## src/rtl/atm_account_server.sv

```systemverilog
// Bank-side account server: account table with PIN/balance/lockout state,
// serving one verify/balance/deposit/withdraw/transfer/PIN-change at a time.
//
// Ports:
//   clk, reset (sync, active-low)
//   req_valid/req_ready + req_op, req_account, req_pin, req_new_pin,
//     req_dest_account, req_amount : request handshake and fields
//   rsp_valid/rsp_ready + rsp_status, rsp_balance : response handshake
module atm_account_server #(
  parameter int          NUM_ACCOUNTS  = 4,
  parameter logic [16:0] BASE_ACCOUNT  = 17'd1000,
  parameter logic [16:0] DEFAULT_PIN   = 17'd1234,
  parameter logic [18:0] INIT_BALANCE  = 19'd5000,
  parameter int          MAX_PIN_TRIES = 3
) (
  input  logic        clk,
  input  logic        reset,
  input  logic        req_valid,
  output logic        req_ready,
  input  logic [2:0]  req_op,
  input  logic [16:0] req_account,
  input  logic [16:0] req_pin,
  input  logic [16:0] req_new_pin,
  input  logic [16:0] req_dest_account,
  input  logic [18:0] req_amount,
  output logic        rsp_valid,
  input  logic        rsp_ready,
  output logic [2:0]  rsp_status,
  output logic [18:0] rsp_balance
);

  localparam int IW = (NUM_ACCOUNTS > 1) ? $clog2(NUM_ACCOUNTS) : 1;
  localparam int FW = $clog2(MAX_PIN_TRIES + 1);

  localparam logic [2:0] OP_DEP = 3'd2;
  localparam logic [2:0] OP_WDR = 3'd3;
  localparam logic [2:0] OP_XFR = 3'd4;
  localparam logic [2:0] OP_PIN = 3'd5;

  localparam logic [2:0] ST_OK      = 3'd0;
  localparam logic [2:0] ST_BAD_PIN = 3'd1;
  localparam logic [2:0] ST_NO_ACCT = 3'd2;
  localparam logic [2:0] ST_INSUFF  = 3'd3;
  localparam logic [2:0] ST_OVF     = 3'd4;
  localparam logic [2:0] ST_LOCKED  = 3'd5;
  localparam logic [2:0] ST_BAD_OP  = 3'd6;
  localparam logic [2:0] ST_NO_DEST = 3'd7;

  typedef enum logic [1:0] {
    S_IDLE, S_LOOKUP, S_EXEC, S_RESP
  } state_e;

  state_e state_q, state_d;

  logic [2:0]  r_op_q;
  logic [16:0] r_acct_q, r_pin_q, r_npin_q, r_dst_q;
  logic [18:0] r_amt_q;

  logic [16:0] tab_pin_q  [NUM_ACCOUNTS];
  logic [18:0] tab_bal_q  [NUM_ACCOUNTS];
  logic [FW-1:0] tab_fail_q [NUM_ACCOUNTS];
  logic        tab_lock_q [NUM_ACCOUNTS];

  logic          src_hit_q, src_hit_d, dst_hit_q, dst_hit_d;
  logic [IW-1:0] src_idx_q, src_idx_d, dst_idx_q, dst_idx_d;

  logic [2:0]  rsp_status_q;
  logic [18:0] rsp_balance_q;

  assign req_ready   = (state_q == S_IDLE);
  assign rsp_valid   = (state_q == S_RESP);
  assign rsp_status  = rsp_status_q;
  assign rsp_balance = rsp_balance_q;

  always_ff @(posedge clk) begin
    if (!reset) state_q <= S_IDLE;
    else        state_q <= state_d;
  end

  always_comb begin
    state_d = state_q;
    unique case (state_q)
      S_IDLE:   if (req_valid) state_d = S_LOOKUP;
      S_LOOKUP: state_d = S_EXEC;
      S_EXEC:   state_d = S_RESP;
      S_RESP:   if (rsp_ready) state_d = S_IDLE;
      default:  state_d = S_IDLE;
    endcase
  end

  // Account numbers are implicit: entry i answers to BASE_ACCOUNT+i.
  always_comb begin
    src_hit_d = 1'b0;
    src_idx_d = '0;
    dst_hit_d = 1'b0;
    dst_idx_d = '0;
    for (int i = 0; i < NUM_ACCOUNTS; i++) begin
      if (r_acct_q == BASE_ACCOUNT + 17'(i)) begin
        src_hit_d = 1'b1;
        src_idx_d = IW'(i);
      end
      if (r_dst_q == BASE_ACCOUNT + 17'(i)) begin
        dst_hit_d = 1'b1;
        dst_idx_d = IW'(i);
      end
    end
  end

  logic [18:0]   src_bal, dst_bal;
  logic [19:0]   dep_sum, xfr_sum;
  logic [FW-1:0] fail_nx;
  logic [2:0]    ex_status;
  logic [18:0]   ex_bal;
  logic          src_we, dst_we, pin_we;
  logic          fail_inc, fail_clr, lock_set;
  logic [18:0]   src_nx, dst_nx;

  assign src_bal = tab_bal_q[src_idx_q];
  assign dst_bal = tab_bal_q[dst_idx_q];
  assign dep_sum = {1'b0, src_bal} + {1'b0, r_amt_q};
  assign xfr_sum = {1'b0, dst_bal} + {1'b0, r_amt_q};
  assign fail_nx = tab_fail_q[src_idx_q] + FW'(1);

  // Checks are ordered; the first failing one decides the status.
  always_comb begin
    ex_status = ST_OK;
    ex_bal    = '0;
    src_we    = 1'b0;
    src_nx    = src_bal;
    dst_we    = 1'b0;
    dst_nx    = dst_bal;
    pin_we    = 1'b0;
    fail_inc  = 1'b0;
    fail_clr  = 1'b0;
    lock_set  = 1'b0;
    if (r_op_q[2:1] == 2'b11) begin
      ex_status = ST_BAD_OP;
    end else if (!src_hit_q) begin
      ex_status = ST_NO_ACCT;
    end else if (tab_lock_q[src_idx_q]) begin
      ex_status = ST_LOCKED;
    end else if (r_pin_q != tab_pin_q[src_idx_q]) begin
      ex_status = ST_BAD_PIN;
      fail_inc  = 1'b1;
      lock_set  = (fail_nx >= FW'(MAX_PIN_TRIES));
    end else begin
      fail_clr = 1'b1;
      ex_bal   = src_bal;
      unique case (r_op_q)
        OP_DEP: begin
          if (dep_sum[19]) begin
            ex_status = ST_OVF;
          end else begin
            src_we = 1'b1;
            src_nx = dep_sum[18:0];
            ex_bal = dep_sum[18:0];
          end
        end
        OP_WDR: begin
          if (r_amt_q > src_bal) begin
            ex_status = ST_INSUFF;
          end else begin
            src_we = 1'b1;
            src_nx = src_bal - r_amt_q;
            ex_bal = src_bal - r_amt_q;
          end
        end
        OP_XFR: begin
          if (!dst_hit_q || dst_idx_q == src_idx_q) begin
            ex_status = ST_NO_DEST;
          end else if (r_amt_q > src_bal) begin
            ex_status = ST_INSUFF;
          end else if (xfr_sum[19]) begin
            ex_status = ST_OVF;
          end else begin
            src_we = 1'b1;
            src_nx = src_bal - r_amt_q;
            dst_we = 1'b1;
            dst_nx = xfr_sum[18:0];
            ex_bal = src_bal - r_amt_q;
          end
        end
        OP_PIN:  pin_we = 1'b1;
        default: ;
      endcase
    end
  end

  always_ff @(posedge clk) begin
    if (!reset) begin
      r_op_q        <= '0;
      r_acct_q      <= '0;
      r_pin_q       <= '0;
      r_npin_q      <= '0;
      r_dst_q       <= '0;
      r_amt_q       <= '0;
      src_hit_q     <= 1'b0;
      src_idx_q     <= '0;
      dst_hit_q     <= 1'b0;
      dst_idx_q     <= '0;
      rsp_status_q  <= '0;
      rsp_balance_q <= '0;
      for (int i = 0; i < NUM_ACCOUNTS; i++) begin
        tab_pin_q[i]  <= DEFAULT_PIN;
        tab_bal_q[i]  <= INIT_BALANCE;
        tab_fail_q[i] <= '0;
        tab_lock_q[i] <= 1'b0;
      end
    end else begin
      if (state_q == S_IDLE && req_valid) begin
        r_op_q   <= req_op;
        r_acct_q <= req_account;
        r_pin_q  <= req_pin;
        r_npin_q <= req_new_pin;
        r_dst_q  <= req_dest_account;
        r_amt_q  <= req_amount;
      end
      if (state_q == S_LOOKUP) begin
        src_hit_q <= src_hit_d;
        src_idx_q <= src_idx_d;
        dst_hit_q <= dst_hit_d;
        dst_idx_q <= dst_idx_d;
      end
      if (state_q == S_EXEC) begin
        rsp_status_q  <= ex_status;
        rsp_balance_q <= ex_bal;
        if (src_we)   tab_bal_q[src_idx_q]  <= src_nx;
        if (dst_we)   tab_bal_q[dst_idx_q]  <= dst_nx;
        if (pin_we)   tab_pin_q[src_idx_q]  <= r_npin_q;
        if (fail_inc) tab_fail_q[src_idx_q] <= fail_nx;
        if (fail_clr) tab_fail_q[src_idx_q] <= '0;
        if (lock_set) tab_lock_q[src_idx_q] <= 1'b1;
      end
    end
  end

endmodule

```

## config.mk

```make
export PLATFORM = sky130hd
export DESIGN_NAME = atm_account_server
export DESIGN_NICKNAME = d
export VERILOG_FILES = /design/src/rtl/atm_account_server.sv
export SDC_FILE = /design/constraint.sdc
export NUM_CORES = 1
export LEC_CHECK = 0
export ABC_CLOCK_PERIOD_IN_PS = 10700
export CAP_MARGIN = 20
export CORE_ASPECT_RATIO = 1.4
export CORE_MARGIN = 2
export CORE_UTILIZATION = 45
export DETAILED_ROUTE_END_ITERATION = 8
export PLACE_DENSITY = 0.63
export SYNTH_ARGS = -nofsm -noshare
export SYNTH_HDL_FRONTEND = slang
export SYNTH_SLANG_ARGS = --single-unit
```

## constraint.sdc

```tcl
create_clock -name clk -period 10.7 [get_ports clk]
set_clock_uncertainty 0.05 [all_clocks]
set_input_delay 2.14 -clock clk [delete_from_list [all_inputs] [get_ports clk]]
set_output_delay 2.14 -clock clk [all_outputs]
set_load 0.005 [all_outputs]
```

-- Word level (Yosys, flattened, before mapping)
Memories as Yosys holds them, arrays and structs flattened. A register that Yosys moved wholly into a read port is not among the register bits.
Cells that the tools add are included.
- bits in registers: 120
- bits in latches: 0
- bits in writable memories: 156
- bits in read-only memories: 0
- input bits: 94
- memories: 4
- add/sub/neg operators: 4
- multiply operators: 0
- divide/modulo/power cells: 0
- $lt $le $gt $ge: 2
- eq/ne operators: 20
- shifts and indexed selects: 0
- muxes and demuxes: 132
- bitwise operators: 1
- reduce and logical (&&, ||, !) cells: 10
- memories (memory ; words ; width ; read ports ; clocked after memory_dff ; write ports ; line ; RTL):
    tab_bal_q ; 4 ; 19 ; 2 ; 2 ; 4 ; 60 ; logic [18:0] tab_bal_q [NUM_ACCOUNTS];
    tab_pin_q ; 4 ; 17 ; 1 ; 1 ; 4 ; 59 ; logic [16:0] tab_pin_q [NUM_ACCOUNTS];
    tab_fail_q ; 4 ; 2 ; 1 ; 1 ; 4 ; 61 ; logic [FW-1:0] tab_fail_q [NUM_ACCOUNTS];
    tab_lock_q ; 4 ; 1 ; 1 ; 1 ; 4 ; 62 ; logic tab_lock_q [NUM_ACCOUNTS];
- operator list (kind ; count):
    $mux 19 ; 23
    $eq 17x10->1 const B ; 8
    $mux 1 ; 72
    $pmux 19 s3 ; 1
    $mux 2 ; 24
    $add 19x19->20 ; 2
    $reduce_or 19->1 ; 2
    $mux 3 ; 8
    $gt 19x19->1 ; 1
    $sub 19x19->19 ; 1
    $mux 17 ; 1
    $ne 17x17->1 ; 1
    $reduce_or 17->1 ; 1
    $pmux 3 s3 ; 1
    $pmux 2 s4 ; 1
    $eq 2x2->1 const B ; 3
    $eq 3x2->1 const B ; 2
    $eq 3x3->1 const B ; 2
    $pmux 1 s3 ; 1
    $add 2x1->2 const B ; 1
    $eq 2x1->1 const B ; 1
    $eq 2x2->1 ; 1
    $ge 2x2->1 const B ; 1
    $logic_not 2->1 ; 1
    9 further kinds ; 9

-- Logic depth before layout (Yosys ltp)
- depth after elaboration: 15
- gate-level depth with buffers: 18
- gate-level depth less buffers: 15

-- Worst setup path after synthesis
No wires, ideal clock.
- path type: flip-flop to flip-flop
- from: register (tool-made name)
- to: memory tab_bal_q[3][0], enable pin
- library setup time: 0.463 ns
- data arrival time: 6.417 ns
- data required time: 10.187 ns
- setup slack: 3.770 ns
- stages on the path, launching flop included: 13
- buffers on the path: 4
- path through: dfxtp_1 -> buf_2 -> buf_1 -> buf_2 -> mux4_2 -> ha_1 -> or4_1 -> o21a_2 -> a211o_1 -> a21oi_2 -> a21oi_1 -> buf_2 -> o311ai_0
- RTL lines (what ; line):
    to (decl) ; 60

==> impl_metrics.ini <==
[outcome]
status = complete, no violations

[power_and_ir_drop]
power_switching_mw = 0.991
p_int_mw = 2.11
power_frac_seq_pct = 41.7
peakVddDrop_mv = 0.145
power.density_nw_per_um2 = 169
p_clk_share_pct = 32.7
p_leak_nw = 6.33
comb_power_share_pct = 25.6
swShare_pct = 32.0
power_mw = 3.10

[route]
drtIter0Drc = 924
ant_nets = 0
viasPerCell = 6.02
wirelength_mm = 49.0
drc = 0
vias = 12900
wl_per_cell_microns = 22.9
drtPass1Iterations = 5

[floorplan]
fp.dieH_microns = 226
core_sq_um = 34800
die_width_microns = 162
io-pin-count = 118
start_util_pct = 45.5
dieArea_sq_um = 36700
rows = 81

[worst_setup_path]
endpoint = tab_bal_q[1][1]$_DFFE_PP_
crit_path_start_kind = flop
crit_type = flop to flop
crit_chain = buf_4, mux4_2, inv_1, ha_1, nor2b_1, o31a_1, o21a_1, a41o_1, a31oi_4, nor2_1, buf_4, o21ai_1, or2_1, nand3_1
path_buf_inv = 3
worst_path_max_delay_cell = nand3_1
max_stage_delay_ns = 0.82
cp.required_ns = 10.67
crit_top_cell = buf_4
r2r_end = tab_bal_q[1][1]$_DFFE_PP_
cp_max_fo = 22
reg2reg_depth = 14
cp.arrival_ns = 6.56
cp.depth = 14
r2r_slack_ns = 4.11
critPathCaptureType = flop
cp_top_family = compound AO/OA/AOI/OAI gates

[finish]
fillers = 3143
drive_gt1_share_pct = 10.0
fin_area_sq_um = 18300
areaGrowthSynthToFinish_pct = 15.8
fin_nets = 1816
multi_input_area_sq_um = 8140
register_area_sq_um = 7140

[logic_synthesis]
synth-seq-cells = 280
seq_area_frac_synth_pct = 45.1
syn_nets = 1739
synth_cell_types = 84
ys.flop_type = edfxtp_1
syn_area_sq_um = 15800
synth-edff-count = 153
ys_warn_count = 0
synthCells = 1579
synth.avg_cell_area_sq_um = 10.0
async_flop_share_pct = 0

[clocking]
cts_root_buffer = clkbuf_16
cts-resized-gates = 0
postCtsHoldBufs = 0
clock_latency_ns = 0.57
post_cts_buffers = 0
path_clk_slew_ns = 0.06
cts.path.max_buffers = 3
cts_tree = yes
cts_buffers = 29
cts.sinks = 280
cts_max_level = 1

[sta]
rsz0062_at_grt = false
period_minus_slack_ns = 6.59
setup_tns_ns = 0
drv_slew = 0
setup_ws_ns = 4.11
fmax_ghz = 0.152
max-slew-margin-rel_pct = 27.7
finalCritPeriodShare_pct = 61.6
setup-violations-final = 0
tightest_slew_ns = 1.08
hold_viol = 0

[global_route]
grt_max_degree = 91
antenna_found_initial = 3
grt.overflow.total = 0
grt_use_total_pct = 26.8
grt_pass1_vias = 13000
grt_first_pass_wirelength_mm = 74.3

[job]
drv_cap = 0

[place]
port_buffers = 117
pre_cts_ws_ns = 4.19
post-dp-hpwl_mm = 36.5
place_congestion = 0.940
placed_area_sq_um = 17400

[min_path]
hold_class = flop to flop
area by class of cell:
class	count	share of cell area (%)
sequential	280	39.0
timing repair buffer	139	7.29
antenna	3	0.0410
tap	456	3.11
multi-input combinational	1158	44.4
clock buffer	41	4.21
inverter	48	0.990
clock inverter	13	0.956
flip-flops by register name (all words and copies together) (netlist names), 3 cells and up, named ones only:
name and flops:
tab_bal_q 76, tab_pin_q 68, r_amt_q 19, rsp_balance 19
r_acct_q 17, r_dst_q 17, r_npin_q 17, r_pin_q 17
tab_fail_q 8, tab_lock_q 4, r_op_q 3, rsp_status 3
layer usage:
| layer | GRT usage, % | vias up | share of wire (%) |
|---|---|---|---|
| li1 | - | 6000 | - |
| met1 | 29.4 | 6223 | 36 |
| met2 | 49.9 | 504 | 53 |
| met3 | 3.78 | 150 | 5.6 |
| met4 | 13.6 | 0 | 5.2 |
| met5 | 0 | - | 0 |
worst min-delay path by stage:
stage / start / to / cells past startpoint
3_3_place_gp: rsp_balance[11]$_SDFFE_PN0P_ / rsp_balance[11]$_SDFFE_PN0P_ / 2
3_5_place_dp: rsp_balance[2]$_SDFFE_PN0P_ / rsp_balance[2]$_SDFFE_PN0P_ / 2
6_report: rsp_balance[11]$_SDFFE_PN0P_ / rsp_balance[11]$_SDFFE_PN0P_ / 2
4_1_cts: r_acct_q[15]$_SDFFE_PN0P_ / r_acct_q[15]$_SDFFE_PN0P_ / 2
5_1_grt: r_acct_q[5]$_SDFFE_PN0P_ / r_acct_q[5]$_SDFFE_PN0P_ / 2
2_1_floorplan: r_acct_q[4]$_SDFFE_PN0P_ / r_acct_q[4]$_SDFFE_PN0P_ / 2
Yosys cell counts (9+ instances only):
cell type	instances	share of area [%]
a211oi_1	11	0.52
a21o_1	16	0.76
a21oi_1	173	5.5
a221oi_1	9	0.50
a22o_1	12	0.66
a22oi_1	12	0.57
and2_1	55	2.2
buf_2	14	0.44
clkbuf_1	71	1.7
dfxtp_1	127	16
edfxtp_1	153	29
ha_1	63	5.0
inv_1	48	1.1
mux2i_1	17	1.1
mux4_2	58	8.3
nand2_1	243	5.8
nand2b_1	30	1.2
nand3_1	23	0.73
nand4_1	12	0.47
nor2_1	83	2.0
nor2b_1	18	0.71
nor3_1	26	0.82
o21a_1	10	0.47
o21ai_0	38	1.2
o22a_1	12	0.66
o22ai_1	44	1.7
o31ai_1	11	0.52
or2_2	9	0.36
or3_1	12	0.47
xnor2_1	24	1.3
xor2_1	9	0.50
stage by stage:
| step | cells | utilization [%] | hold WS (ns) |
|---|---|---|---|
| 6_report | 2138 | 52.7 | 0.401 |
| 5_1_grt | 2138 | 52.7 | 0.426 |
| 4_1_cts | 2134 | 52.7 | 0.406 |
| 3_5_place_dp | 2080 | 49.9 | 0.396 |
| 3_3_place_gp | 2080 | 49.9 | 0.392 |
| 2_1_floorplan | 1579 | - | 0.381 |
cell usage in the layout, fill, tap and decap left out, drive strengths merged, types with 45 or more instances in the layout:
cell	count
edfxtp	153
nand2	244
dfxtp	127
ha	63
and2	55
a21oi	174
mux4	58
clkdlybuf4s50	117
inv	49
o21ai	45
nor2	85
cells by family (layout without fill, tap and decap cells):
kind of cell	count (synthesis)	after routing	synth area share, %
other	0	3	0
AND/OR/NAND/NOR	548	548	16.5
AO/OA/AOI/OAI	430	430	17.8
flip-flops	280	280	45.1
multiplexers	81	81	9.76
buffers and inverters	141	241	3.55
adder cells (fa/ha/maj)	66	66	5.36
XOR/XNOR	33	33	1.83
worst min-delay path: stages, from the launching register on:
cell	delay (ns)
dfxtp_1	0.32
nand2_1	0.04
o21ai_0	0.05
power groups by stage:
stage / Clock (mW) / Sequential, mW / Combinational [mW]
2_1_floorplan: 0 / 1.29 / 0.545
3_3_place_gp: 0 / 1.31 / 0.781
3_5_place_dp: 0 / 1.32 / 0.786
4_1_cts: 1.03 / 1.29 / 0.791
5_1_grt: 1.07 / 1.30 / 0.871
6_report: 1.01 / 1.29 / 0.793
Note: power is estimated with default switching activity, not from simulation.
